### config.mk
export PLATFORM = sky130hd
export DESIGN_NAME = morse_m
export DESIGN_NICKNAME = d
export VERILOG_FILES = /design/src/rtl/morse_pkg.sv /design/src/rtl/morse_digit_lut.sv /design/src/rtl/morse_m.sv
export SDC_FILE = /design/constraint.sdc
export NUM_CORES = 1
export LEC_CHECK = 0
export CAP_MARGIN = 20
export CORE_MARGIN = 3
export CORE_UTILIZATION = 31
export CTS_BUF_LIST = sky130_fd_sc_hd__clkbuf_8 sky130_fd_sc_hd__clkbuf_16
export CTS_CLUSTER_SIZE = 16
export DETAILED_ROUTE_END_ITERATION = 8
export GPL_TIMING_DRIVEN = 0
export HOLD_SLACK_MARGIN = 0.08
export MAX_ROUTING_LAYER = met4
export PLACE_DENSITY_LB_ADDON = 0.12
export SLEW_MARGIN = 15
export SYNTH_ARGS = -nofsm -noshare
export SYNTH_HDL_FRONTEND = slang
export SYNTH_SLANG_ARGS = --single-unit
export TNS_END_PERCENT = 10
### constraint.sdc
create_clock -name clock -period 5.1 [get_ports clock]
set_input_delay 1.02 -clock clock [delete_from_list [all_inputs] [get_ports clock]]
set_output_delay 1.02 -clock clock [all_outputs]
set_load 0.01 [all_outputs]
### src/rtl/morse_pkg.sv
// Shared types and constants for the Morse digit encoder: FSM states and the
// digit-to-code table (bit 4 = first symbol, 1 = dash).
package morse_pkg;

  typedef enum logic [1:0] {
    IDLE  = 2'd0,
    MARK  = 2'd1,
    SPACE = 2'd2
  } state_t;

  localparam int NUM_SYMS   = 5;
  localparam int NUM_DIGITS = 10;

  localparam logic [NUM_SYMS-1:0] DIGIT_CODE [0:NUM_DIGITS-1] = '{
    5'b11111,  // 0
    5'b01111,  // 1
    5'b00111,  // 2
    5'b00011,  // 3
    5'b00001,  // 4
    5'b00000,  // 5
    5'b10000,  // 6
    5'b11000,  // 7
    5'b11100,  // 8
    5'b11110   // 9
  };

endpackage

### src/rtl/morse_digit_lut.sv
// Combinational BCD-digit to 5-symbol Morse code lookup with a legality flag
// for codes 10..15.
module morse_digit_lut
  import morse_pkg::*;
(
  input  logic [3:0]          i_digit,
  output logic [NUM_SYMS-1:0] o_code,
  output logic                o_legal
);

  always_comb begin
    o_code  = '0;
    o_legal = 1'b0;
    for (int i = 0; i < NUM_DIGITS; i++) begin
      if (i_digit == 4'(i)) begin
        o_code  = DIGIT_CODE[i];
        o_legal = 1'b1;
      end
    end
  end

endmodule

### src/rtl/morse_m.sv
// Morse digit encoder: captures a BCD digit, presents its code on m1..m5 and
// keys it out serially on sym_out with dot/dash/gap timing.
module morse_m
  import morse_pkg::*;
#(
  parameter int DOT_LEN  = 1,
  parameter int DASH_LEN = 3,
  parameter int GAP_LEN  = 1
) (
  input  logic clock,
  input  logic reset,
  input  logic ready,
  input  logic a,
  input  logic b,
  input  logic c,
  input  logic d,
  output logic m1,
  output logic m2,
  output logic m3,
  output logic m4,
  output logic m5,
  output logic valid,
  output logic err,
  output logic busy,
  output logic sym_out
);

  localparam int MAX_LEN = (DASH_LEN > GAP_LEN) ? DASH_LEN : GAP_LEN;
  localparam int CNT_W   = $clog2(MAX_LEN) + 1;

  localparam logic [CNT_W-1:0] DOT_LAST  = CNT_W'(DOT_LEN - 1);
  localparam logic [CNT_W-1:0] DASH_LAST = CNT_W'(DASH_LEN - 1);
  localparam logic [CNT_W-1:0] GAP_LAST  = CNT_W'(GAP_LEN - 1);
  localparam logic [2:0]       K_LAST    = 3'(NUM_SYMS - 1);

  function automatic logic [CNT_W-1:0] sat_inc(input logic [CNT_W-1:0] v);
    return (v == {CNT_W{1'b1}}) ? v : v + 1'b1;
  endfunction

  logic [3:0]          w_digit;
  logic [NUM_SYMS-1:0] w_code;
  logic                w_legal;
  logic                w_cap;
  logic [NUM_SYMS-1:0] w_shift;
  logic                w_cur_dash;
  logic [CNT_W-1:0]    w_mark_last;

  state_t              r_state;
  state_t              w_next;
  logic [CNT_W-1:0]    r_cnt;
  logic [CNT_W-1:0]    w_cnt_next;
  logic [2:0]          r_k;
  logic [2:0]          w_k_next;

  logic [NUM_SYMS-1:0] r_code;
  logic                r_valid;
  logic                r_err;
  logic                r_busy;
  logic                r_sym;

  assign w_digit = {a, b, c, d};

  morse_digit_lut u_lut (
    .i_digit (w_digit),
    .o_code  (w_code),
    .o_legal (w_legal)
  );

  // A capture is only possible while no playback is in progress.
  assign w_cap = ready & ~r_busy;

  // Current symbol selected by shifting it into the MSB position.
  assign w_shift     = r_code << r_k;
  assign w_cur_dash  = w_shift[NUM_SYMS-1];
  assign w_mark_last = w_cur_dash ? DASH_LAST : DOT_LAST;

  always_comb begin
    w_next     = r_state;
    w_cnt_next = r_cnt;
    w_k_next   = r_k;
    case (r_state)
      IDLE: begin
        if (w_cap && w_legal) begin
          w_next     = MARK;
          w_cnt_next = '0;
          w_k_next   = '0;
        end
      end
      MARK: begin
        if (r_cnt >= w_mark_last) begin
          w_next     = SPACE;
          w_cnt_next = '0;
        end else begin
          w_cnt_next = sat_inc(r_cnt);
        end
      end
      SPACE: begin
        if (r_cnt >= GAP_LAST) begin
          w_cnt_next = '0;
          if (r_k == K_LAST) begin
            w_next = IDLE;
          end else begin
            w_next   = MARK;
            w_k_next = r_k + 3'd1;
          end
        end else begin
          w_cnt_next = sat_inc(r_cnt);
        end
      end
      default: begin
        w_next     = IDLE;
        w_cnt_next = '0;
        w_k_next   = '0;
      end
    endcase
  end

  // FSM, counters and the key/busy outputs, registered from the next state so
  // they line up with the state register.
  always_ff @(posedge clock or posedge reset) begin
    if (reset) begin
      r_state <= IDLE;
      r_cnt   <= '0;
      r_k     <= '0;
      r_busy  <= 1'b0;
      r_sym   <= 1'b0;
    end else begin
      r_state <= w_next;
      r_cnt   <= w_cnt_next;
      r_k     <= w_k_next;
      r_busy  <= (w_next != IDLE);
      r_sym   <= (w_next == MARK);
    end
  end

  // Capture registers; an illegal digit clears the code and pulses err.
  always_ff @(posedge clock or posedge reset) begin
    if (reset) begin
      r_code  <= '0;
      r_valid <= 1'b0;
      r_err   <= 1'b0;
    end else if (w_cap) begin
      if (w_legal) begin
        r_code  <= w_code;
        r_valid <= 1'b1;
        r_err   <= 1'b0;
      end else begin
        r_code  <= '0;
        r_valid <= 1'b0;
        r_err   <= 1'b1;
      end
    end else begin
      r_err <= 1'b0;
    end
  end

  assign {m1, m2, m3, m4, m5} = r_code;
  assign valid   = r_valid;
  assign err     = r_err;
  assign busy    = r_busy;
  assign sym_out = r_sym;

endmodule

======== Word level (Yosys, flattened, before mapping) ========
Cells that the tools add are included.
operators by class
  muxes and demuxes ....................... 38
  reduce and logical (&&, ||, !) cells .... 5
  $add $sub $neg .......................... 2
  shift operators ......................... 1
  $lt $le $gt $ge ......................... 2
  bitwise gates (word level) .............. 3
  equal/unequal tests ..................... 17
operators by type and width
  kind                                                 number
  2-to-1 mux 5 bit                                     11
  2-to-1 mux 3 bit                                     6
  one-hot mux 3 bit (3 select lines)                   2
  equality test 4 x 3 -> 1 bit, second input constant  4
  2-to-1 mux 1 bit                                     14
  equality test 4 x 2 -> 1 bit, second input constant  2
  equality test 4 bit, second input constant           2
  2-to-1 mux 2 bit                                     4
  adder 3 x 1 -> 3 bit, second input constant          2
  equality test 3 bit, second input constant           2
  != test 2 bit, second input constant                 3
  one-hot mux 2 bit (3 select lines)                   1
  left shift 5 x 3 -> 5 bit                            1
  equality test 2 x 1 -> 1 bit, second input constant  2
  equality test 4 x 1 -> 1 bit, second input constant  1
  logical NOT 4 bit                                    1
  AND reduction 4 bit                                  1
  >= comparator 3 x 1 -> 1 bit, second input constant  1
  >= comparator 3 x 2 -> 1 bit                         1
  equality test 2 bit, second input constant           1
  logical NOT 2 bit                                    1
  inverter 1 bit                                       2
  nonzero test 2 bit                                   1
  bitwise AND 1 bit                                    1
  logical AND 1 bit                                    1
word-level totals
  output and inout bits ................... 9
  word-level logic and storage cells ...... 76
  bits of input ports ..................... 7
  bits in registers ....................... 17

======== Logic depth before layout (Yosys ltp) ========
Gate-level depths: netlist (run 1).
  word-level depth ........................ 15
  depth in mapped cells ................... 7
  depth with buffers taken out ............ 7

======== Hierarchy ========
A second synthesis (run 1) with hierarchy kept.
unflattened totals
  cells, all modules ...................... 109
  area total of the unflattened synthesis .. 1006.0 sq um
modules (own cells, without submodules)
  module           area each (sq um)  cells an instance  instances  sequential area each (sq um)
  morse_m          930.9              97                 1          425.4
  morse_digit_lut  75.1               12                 1          0.0

======== Worst setup path before layout (run 1) ========
OpenSTA, ideal clock, no wires.
  kind .................................... register to register
  start ................................... register r_k[0]
  end ..................................... register r_cnt[1]
  cell stages (with the launch flop) ...... 8
  data arrival time ....................... 1897 ps
  period minus slack after synthesis ...... 1983 ps
  required time ........................... 5013 ps
  setup slack ............................. 3117 ps
  path through ............................ dfrtp_1 mux4_2 nor2b_1 a41o_1 ha_1 nand2b_1 nand3_1 o211ai_1
between the ends
  word-level cells in the longest chain between the ends .. 5
ends and longest elaborated chain
  item                                RTL line        RTL
  from (decl)                         morse_m.sv:52   logic [2:0] r_k;
  from (signal assigned)              morse_m.sv:130  r_k <= w_k_next;
  left shift 5 x 3 -> 5 bit           morse_m.sv:73   assign w_shift = r_code << r_k;
  2-to-1 mux 2 bit                    morse_m.sv:75   assign w_mark_last = w_cur_dash ? DASH_LAST : DOT_LAST;
  >= comparator 3 x 2 -> 1 bit        morse_m.sv:90   if (r_cnt >= w_mark_last) begin
  2-to-1 mux 3 bit                    morse_m.sv:90
  one-hot mux 3 bit (3 select lines)  morse_m.sv:81   case (r_state)
  to (signal assigned)                morse_m.sv:129  r_cnt <= w_cnt_next;
  to (decl)                           morse_m.sv:50   logic [CNT_W-1:0] r_cnt;
Every way passes these cells.
A chain may end at the register's enable or synchronous reset.

======== Worst setup path in the final report (run 1) ========
  start ................................... register r_code[0]
  end ..................................... output m5
RTL lines
  item                    RTL line        RTL
  from (decl)             morse_m.sv:55   logic [NUM_SYMS-1:0] r_code;
  from (signal assigned)  morse_m.sv:144  r_code <= w_code;
  to (decl)               morse_m.sv:21   output logic m5,
No word-level cell between the ends.

==> run summary, run 1 <==
Max-slew headroom: 57.2%
Power Density: 533 nW/um^2
Nets: 126
Setup tns final: 0 ps
Most common cell after layout, fill and taps aside: dfrtp_1
Met3 wire len: 70 um
Initial Utilization: 33.1%
Post-DR vias/cell: 5.30
Worst-skew pair later-pin latency: 250 ps
HPWL Detailed: 1.46 mm
Crit path DAT: 1180 ps
Grt ovf: 0
Pin count of the biggest net entering global routing: 18
Path type of the worst min-delay path: flop to flop
Critical path's largest stage delay: 560 ps
RSZ-0062 raised after global routing: no
Cell count after placement: 140
Peak supply drop: 0.187 mV
CTS buffer count: 3
Die Y: 60.7 um
Status: finished clean
PostCTS Resize Cnt: 0
Mapped Avg Cell Area: 9.86 sq um
CTS tree: built
Crit Path Class: flop to output port
WL final: 1.95 mm
CP Launch Type: flop
Main synth FF type: dfrtp_1
Pre-antenna DRT Iters: 4
Area growth syn-to-layout: 25.2%
Routed metal-1 wirelength: 973 um
Via count: 763
Slowest CP cell: clkdlybuf4s50_1
DP Area: 1120 sq um
Max-cap viol count: 0
Max Slew Vio Count: 0
Min Tclk post-route: 2200 ps
Worst slew pin tran: 641 ps
Asr flop ratio synth: 100%
Clock Skews: 1.09 ps
Final Hold Vio Count: 0
I/O pins: 16
Crit Path Max Fanout: 3
Final Cell Area: 1160 sq um
Finished Layout Cells: 144
Top routing layer in use: met4
Share of cells above drive strength 1: 4.42%
ANT cells: 0
Final period utilization: 43.1%
Critical Path RT: 4080 ps
Starting DRC count in detailed routing: 23
Die X: 60.7 um
Rows: 19
Syn Inst Count: 94
Routability congestion estimate: 0.730
Initial antenna violation count: 0
# Post-CTS Setup Buffers: 0
Htree depth: 1
Routed length on met2: 855 um
Gr usage total: 13.2%
First-pass GRT wire length: 3.37 mm
Post-synth EDFFs: 0
Vias in the first global route: 722
Area of the core: 2810 sq um
Die area: 3680 sq um
Leakage: 0.524 nW
Clock Path Buffers: 2
PortBufs: 15
CP cell instances: clkdlybuf4s50_1
Sink Count: 17
Crit end category: output port
Post-Syn Area: 927 sq um
Maximum clock frequency: 0.455 GHz
Final setup violation count: 0
Syn. warnings: 0
Syn nets: 106
Top cell family by delay on the critical path: buffers and inverters
Buf/Inv on CP: 1
Root Buffer: clkbuf_8
Antenna-violating nets left: 0
Seq cells post-synth: 17
Hold buffers post-CTS: 0
Clk slew on worst S/H paths: 70 ps
Commonest non-fill, non-tap cells in the layout: 17 x dfrtp_1, 15 x clkdlybuf4s50_1, 7 x inv_1
Distinct cells, synth: 30
Drt drc: 0
WL/cell: 13.5 um
Seq/Total Area, Yosys: 45.9%
# fillers: 284
-- registers in the layout (all words and copies together) (netlist names) --
| name | cells |
|---|---|
| r_k | 3 |
| r_code | 5 |
| sym_out | 1 |
| valid | 1 |
| busy | 1 |
| r_cnt | 3 |
| r_state | 2 |
| err | 1 |
-- power breakdown --
part	total (mW)	leakage (nW)	internal, mW	switching [mW]
registers	0.230	0.223	0.185	0.0452
clock network	0.100	0.0269	0.0535	0.0470
logic	0.289	0.274	0.150	0.139
total	0.619	0.524	0.388	0.231
-- path summary, 6_finish.rpt --
kind	from	endpoint	slack, ps	depth (start not counted)
min in group asynchronous	reset	r_k[1]	1150	2
min reg2reg	valid	valid	510	2
min	valid	valid	510	2
max in group asynchronous	reset	r_cnt[0]	3540	2
max reg2reg	r_k[0]	r_cnt[1]	2910	7
max	r_code[0]	m5	2900	1
-- cells by family after synthesis --
logic type,Yosys count,share of synthesized area (%)
adder cells (fa/ha/maj),5,6.75
AND/OR/NAND/NOR,30,17.3
flip-flops,17,45.9
AO/OA/AOI/OAI,30,21.9
XOR/XNOR,1,0.945
buffers and inverters,9,3.78
multiplexers,2,3.51
-- cells in the mapped netlist (3+ instances only) --
cell | instances | area (sq um)
a21oi_1 | 5 | 25.0
a22o_1 | 3 | 26.3
o211ai_1 | 3 | 22.5
nor2b_1 | 4 | 25.0
nand2b_1 | 6 | 37.5
inv_1 | 6 | 22.5
nand2_1 | 5 | 18.8
o21ai_0 | 3 | 15.0
o21ai_1 | 6 | 30.0
nand4_1 | 3 | 18.8
ha_1 | 5 | 62.6
dfrtp_1 | 17 | 425
nor2_1 | 6 | 22.5
-- metal layers --
| layer | vias to the layer above | global-route usage [%] |
|---|---|---|
| li1 | 381 | - |
| met1 | 361 | 17.3 |
| met2 | 16 | 18.9 |
| met3 | 5 | 2.55 |
| met4 | 0 | 7.43 |
| met5 | - | - |
-- layout make-up --
cell class / instances / area [sq um] / share of cell area (%)
tap: 31 / 38.8 / 3.34
timing repair buffer: 15 / 150 / 12.9
multi-input combinational: 68 / 467 / 40.2
clock inverter: 1 / 3.75 / 0.323
sequential: 17 / 425 / 36.6
buffer: 3 / 12.5 / 1.08
inverter: 6 / 22.5 / 1.94
clock buffer: 3 / 41.3 / 3.56
-- metrics by stage --
step | utilization (%) | power (mW) | hold slack (ps) | setup slack [ps]
2_1_floorplan | - | 0.411 | 484 | 3120
6_report | 41.4 | 0.619 | 505 | 2900
5_1_grt | 41.4 | 0.677 | 553 | 2750
3_3_place_gp | 39.8 | 0.519 | 479 | 2790
4_1_cts | 41.4 | 0.629 | 504 | 2860
3_5_place_dp | 39.8 | 0.526 | 478 | 2770
Note: power is estimated with default switching activity, not from simulation.
==> run 2: changes to the inputs <==
==> constraint.sdc (replaced) <==
create_clock -name clock -period 2.3 [get_ports clock]
set_input_delay 0.46 -clock clock [delete_from_list [all_inputs] [get_ports clock]]
set_output_delay 0.46 -clock clock [all_outputs]
set_load 0.01 [all_outputs]
==> run 2 against run 1 <==
Net effect: clock power rose by 120%; cell count did not move; worst setup slack got worse by 2800 ps.
==> run summary, run 2 (same netlist as run 1, synthesis figures left out) <==
Commonest non-fill, non-tap cells in the layout: 16 x dfrtp_1, 15 x clkdlybuf4s50_1, 7 x inv_1
Crit path DAT: 2320 ps (+1140 ps)
Max-slew headroom: 57.2% (about the same)
WL/cell: 13.5 um (unchanged)
Max Slew Vio Count: 0 (unchanged)
Min Tclk post-route: 2150 ps
Routing usage on met2: 18.9% (unchanged)
Crit end category: flop
Buf/Inv on CP: 0 (-1)
Post-DR vias/cell: 5.30 (unchanged)
Crit Path Class: flop to flop
I/O pins: 16 (unchanged)
Global routing usage on met1: 17.3% (unchanged)
Grt ovf: 0 (unchanged)
GR peak layer: met2
Leakage: 0.522 nW (-0.25%)
Max reg flops: 5 (unchanged)
Power Density: 1180 nW/um^2 (+120%)
Antenna-violating nets left: 0 (unchanged)
Die Y: 60.7 um (unchanged)
Clk slew on worst S/H paths: 70 ps (about the same)
CP cell instances: mux4_2 -> nor2b_1 -> a41o_1 -> ha_1 -> nand2b_1 -> nand3_1 -> o211ai_1
WL final: 1.95 mm (unchanged)
Die X: 60.7 um (unchanged)
Starting DRC count in detailed routing: 23 (unchanged)
# fillers: 285 (+0.35%)
Setup tns final: 0 ps (unchanged)
Worst-case hold path end point: valid
Path type of the worst min-delay path: flop to flop
Reg-to-Reg End: r_cnt[1]
Final setup violation count: 0 (unchanged)
First-pass GRT wire length: 3.37 mm (unchanged)
# Post-CTS Setup Buffers: 0 (unchanged)
RSZ-0062 raised after global routing: no
Max-cap viol count: 0 (unchanged)
Final Hold Vio Count: 0 (unchanged)
Hold Startpoint: valid
Reg2Reg Depth: 7 (unchanged)
Hold depth: 2 (unchanged)
Htree depth: 1 (unchanged)
Largest regs: r_code (5), r_cnt (3), r_k (3)
Final Cell Area: 1160 sq um (+0.11%)
Initial antenna violation count: 0 (unchanged)
Most common cell after layout, fill and taps aside: dfrtp_1
Status: finished clean
Via count: 763 (unchanged)
Worst-skew pair later-pin latency: 250 ps (about the same)
Root Buffer: clkbuf_8
RR Startpoint: r_k[0]
Worst slew pin tran: 641 ps (-0.160 ps)
CTS tree: built
Clock Skews: 1.09 ps (+0.00120 ps)
Sink Count: 17 (unchanged)
Clock Path Buffers: 2 (unchanged)
Final period utilization: 93.4%
Maximum clock frequency: 0.465 GHz
Share of cells above drive strength 1: 5.31% (+0.88 points)
Nets: 126 (unchanged)
Total Power: 1.37 mW (+120%)
Critical path's largest stage delay: 490 ps (-70 ps)
Initial Utilization: 33.1% (unchanged)
Area of the core: 2810 sq um (unchanged)
Area growth syn-to-layout: 25.4%
HPWL Detailed: 1.46 mm (unchanged)
Top cell family by delay on the critical path: multiplexers
CP Launch Type: flop
Top reg by flops: r_code
Peak supply drop: 0.414 mV (+120%)
Critical Path RT: 2470 ps (-1610 ps)
Die area: 3680 sq um (unchanged)
Gr usage total: 13.2% (unchanged)
CTS buffer count: 3 (unchanged)
Routability congestion estimate: 0.730 (unchanged)
Rows: 19 (unchanged)
Crit Path Max Fanout: 4 (+1)
Register-to-register setup slack: 150 ps (-2760 ps)
ANT cells: 0 (unchanged)
Pre-antenna DRT Iters: 4 (unchanged)
Slowest CP cell: mux4_2
Pin count of the biggest net entering global routing: 18 (unchanged)
PortBufs: 15 (unchanged)
Final core utilization: 41.4% (+0.045 points)
DP Area: 1120 sq um (unchanged)
Met3 GRT Util: 2.55% (unchanged)
Vias in the first global route: 722 (unchanged)
Drt drc: 0 (unchanged)
==> run 2: cell count changes in the layout (fill, tap and decap cells not counted) <==
cell     delta
dfrtp_1     -1
dfrtp_2     +1
==> run 2: worst max-delay path by stage <==
stage,from,end,depth (start not counted)
floorplan,r_k[0],r_cnt[1],7
global placement,r_k[0],r_cnt[1],7
detailed placement,r_k[0],r_cnt[1],7
CTS,r_k[0],r_cnt[1],7
global route,r_k[0],r_cnt[1],7
finish,r_k[0],r_cnt[1],7
==> run 2: what timing repair did <==
item	in CTS	in global routing
hold buffers	0	0
resized for setup	0	1
setup endpoints to repair	0	1
==> run 2: final cells by class <==
| type | count | area [sq um] | area share, % |
|---|---|---|---|
| Multi-Input combinational cell | 68 | 467 | 40.2 |
| Timing Repair Buffer | 15 | 150 | 12.9 |
| Clock inverter | 1 | 3.75 | 0.323 |
| Inverter | 6 | 22.5 | 1.94 |
| Sequential cell | 17 | 427 | 36.7 |
| Tap cell | 31 | 38.8 | 3.34 |
| Clock buffer | 3 | 41.3 | 3.55 |
| Buffer | 3 | 12.5 | 1.08 |
==> run 2: worst register-to-register path, cell delays in order, from the launching register on <==
cell and delay (ps):
dfrtp_2 410, mux4_2 490, nor2b_1 140, a41o_1 210, ha_1 270, nand2b_1 140, nand3_1 170, o211ai_1 240
==> run 2: per-layer routing <==
layer / vias up / part of all wire, % / wire length, um
met5: - / 0 / 0
met4: 0 / 2.3 / 45
met3: 5 / 3.6 / 70
met2: 16 / 44 / 855
met1: 361 / 50 / 973
li1: 381 / - / -
==> run 2: where the power goes <==
group	internal, mW	switching [mW]	total, mW	leakage [nW]
sequential	0.411	0.100	0.511	0.221
combinational	0.332	0.309	0.641	0.274
clock	0.119	0.104	0.223	0.0269
==> run 2: stage by stage <==
| step | setup slack (ps) | cells | hold slack, ps |
|---|---|---|---|
| 3_3_place_gp | 123 | 140 | 479 |
| 2_1_floorplan | 317 | 94 | 386 |
| 3_5_place_dp | 89.8 | 140 | 478 |
| 4_1_cts | 64.8 | 144 | 504 |
| 5_1_grt | 8.64 | 144 | 553 |
| 6_report | 151 | 144 | 505 |
==> run 3: changes to the inputs <==
--- a/config.mk
+++ b/config.mk
@@ -15,6 +15,7 @@
 export HOLD_SLACK_MARGIN = 0.08
 export MAX_ROUTING_LAYER = met4
 export PLACE_DENSITY_LB_ADDON = 0.12
+export SETUP_SLACK_MARGIN = 0.3
 export SLEW_MARGIN = 15
 export SYNTH_ARGS = -nofsm -noshare
 export SYNTH_HDL_FRONTEND = slang
==> constraint.sdc (replaced) <==
create_clock -name clock -period 2.3 [get_ports clock]
set_input_delay 0.345 -clock clock [delete_from_list [all_inputs] [get_ports clock]]
set_output_delay 0.345 -clock clock [all_outputs]
set_load 0.01 [all_outputs]
==> run 3 against run 2 <==
Net effect: hold slack got worse by 28 ps; register-to-register slack improved by 120 ps; global-route usage rose by 0.091 points; cell count rose by 1.4%; maximum frequency rose by 6.2%.
==> run summary, run 3 (same netlist as run 1, synthesis figures left out) <==
Status: finished clean
CTS buffer count: 3 (unchanged)
Crit Path Class: flop to flop
Final period utilization: 88.0% (-5.4 points)
Setup tns final: 0 ps (unchanged)
CP cell instances: mux4_2 -> nor2b_1 -> a41o_1 -> ha_1 -> nand2b_1 -> buf_4 -> nand4_1 -> o211ai_1
Share of cells above drive strength 1: 6.96% (+1.6 points)
Peak supply drop: 0.414 mV (about the same)
Die X: 60.7 um (unchanged)
Area growth syn-to-layout: 27.4%
RSZ-0062 raised after global routing: yes
Pin count of the biggest net entering global routing: 18 (unchanged)
Rows: 19 (unchanged)
Via count: 776 (+1.7%)
Die area: 3680 sq um (unchanged)
I/O pins: 16 (unchanged)
Grt ovf: 0 (unchanged)
Commonest non-fill, non-tap cells in the layout: 17 x dfrtp_1, 15 x clkdlybuf4s50_1, 7 x inv_1
Largest regs: r_code (5), r_cnt (3), r_k (3)
Gr usage total: 13.3% (+0.091 points)
Max Slew Vio Count: 0 (unchanged)
Htree depth: 1 (unchanged)
Power Density: 1210 nW/um^2 (+2.0%)
Drt drc: 0 (unchanged)
Max reg flops: 5 (unchanged)
Sink Count: 17 (unchanged)
Final Hold Vio Count: 0 (unchanged)
Nets: 128 (+1.6%)
Most common cell after layout, fill and taps aside: dfrtp_1
Reg2Reg Depth: 8 (+1)
Maximum clock frequency: 0.494 GHz (+6.2%)
Antenna-violating nets left: 0 (unchanged)
Area of the core: 2810 sq um (unchanged)
Crit end category: flop
Cell count after placement: 140 (unchanged)
Pre-antenna DRT Iters: 4 (unchanged)
Starting DRC count in detailed routing: 18 (-22%)
Max-cap viol count: 0 (unchanged)
Clock Skews: 1.27 ps (+0.182 ps)
Multi-input gate area: 472 sq um (+1.1%)
# fillers: 281 (-1.4%)
Finished Layout Cells: 146 (+1.4%)
WL final: 1.98 mm (+1.7%)
Leakage: 0.534 nW (+2.2%)
Min Tclk post-route: 2020 ps (-125 ps)
Buf/Inv on CP: 1 (+1)
CP Launch Type: flop
Reg-to-Reg End: r_cnt[1]
WL/cell: 13.6 um (+0.35%)
Hold_ws: 477 ps (-28.2 ps)
Slowest CP cell: mux4_2
HPWL Detailed: 1.46 mm (unchanged)
Crit path DAT: 2150 ps (-170 ps)
Path type of the worst min-delay path: input pin to async pin
Clk slew on worst S/H paths: 70 ps (about the same)
Critical path's largest stage delay: 490 ps (about the same)
Top cell family by delay on the critical path: multiplexers
Critical Path RT: 2420 ps (-50 ps)
ANT cells: 0 (unchanged)
Max-slew headroom: 57.0% (-0.17 points)
First-pass GRT wire length: 3.40 mm (+1.0%)
Crit Path Max Fanout: 3 (-1)
RR Startpoint: r_k[0]
Die Y: 60.7 um (unchanged)
Register-to-register setup slack: 280 ps (+120 ps)
Clock Path Buffers: 2 (unchanged)
Routability congestion estimate: 0.730 (unchanged)
Worst-skew pair later-pin latency: 250 ps (about the same)
Post-DR vias/cell: 5.32 (+0.31%)
CTS tree: built
Sequential Area: 425 sq um (-0.29%)
Final setup violation count: 0 (unchanged)
Top reg by flops: r_code
Vias in the first global route: 733 (+1.5%)
PortBufs: 15 (unchanged)
Worst slew pin tran: 644 ps (+2.61 ps)
Initial Utilization: 33.1% (unchanged)
Initial antenna violation count: 0 (unchanged)
Root Buffer: clkbuf_8
run 3: metal layers:
metal  global-route usage, %  routed length (um)
met1                    17.4                 983
met2                    19.1                 880
met3                    2.55                  70
met4                    7.43                  45
met5                       -                   0
run 3: power by group:
part	internal [mW]	switching [mW]	leakage, nW
Combinational	0.366	0.330	0.285
Clock	0.119	0.105	0.0269
Sequential	0.409	0.0961	0.223
run 3: layout make-up:
type | count | share of cell area (%)
Timing Repair Buffer | 17 | 14.0
Clock inverter | 1 | 0.318
Multi-Input combinational cell | 68 | 39.9
Sequential cell | 17 | 36.0
Inverter | 6 | 1.91
Clock buffer | 3 | 3.50
Buffer | 3 | 1.06
Tap cell | 31 | 3.28
run 3: worst max-delay path by stage:
stage                      start  slack (ps)  cells after the start  endpoint
after floorplan           r_k[0]         320                      7  r_cnt[1]
after global placement    r_k[0]         120                      7  r_cnt[1]
after detailed placement  r_k[0]          90                      7  r_cnt[1]
after CTS                 r_k[0]         250                      8  r_cnt[1]
after global routing      r_k[0]         150                      7  r_cnt[1]
final                     r_k[0]         280                      8  r_cnt[1]
run 3: per-stage QoR:
stage / area [sq um] / utilization (%) / total power, mW / setup WS [ps]
6_report: 1180 / 42.1 / 1.42 / 276
5_1_grt: 1180 / 42.1 / 1.55 / 149
4_1_cts: 1180 / 42.1 / 1.44 / 252
3_5_place_dp: 1120 / 39.8 / 1.17 / 89.8
3_3_place_gp: 1120 / 39.8 / 1.15 / 123
2_1_floorplan: 927 / - / 0.912 / 317
run 3: what timing repair did:
item                       4_1_cts  5_1_grt
gates cloned                     0        0
resized for setup                1        0
pin swaps                        1        0
setup endpoints to repair        4        6
buffers inserted                 2        0
hold buffers                     0        0
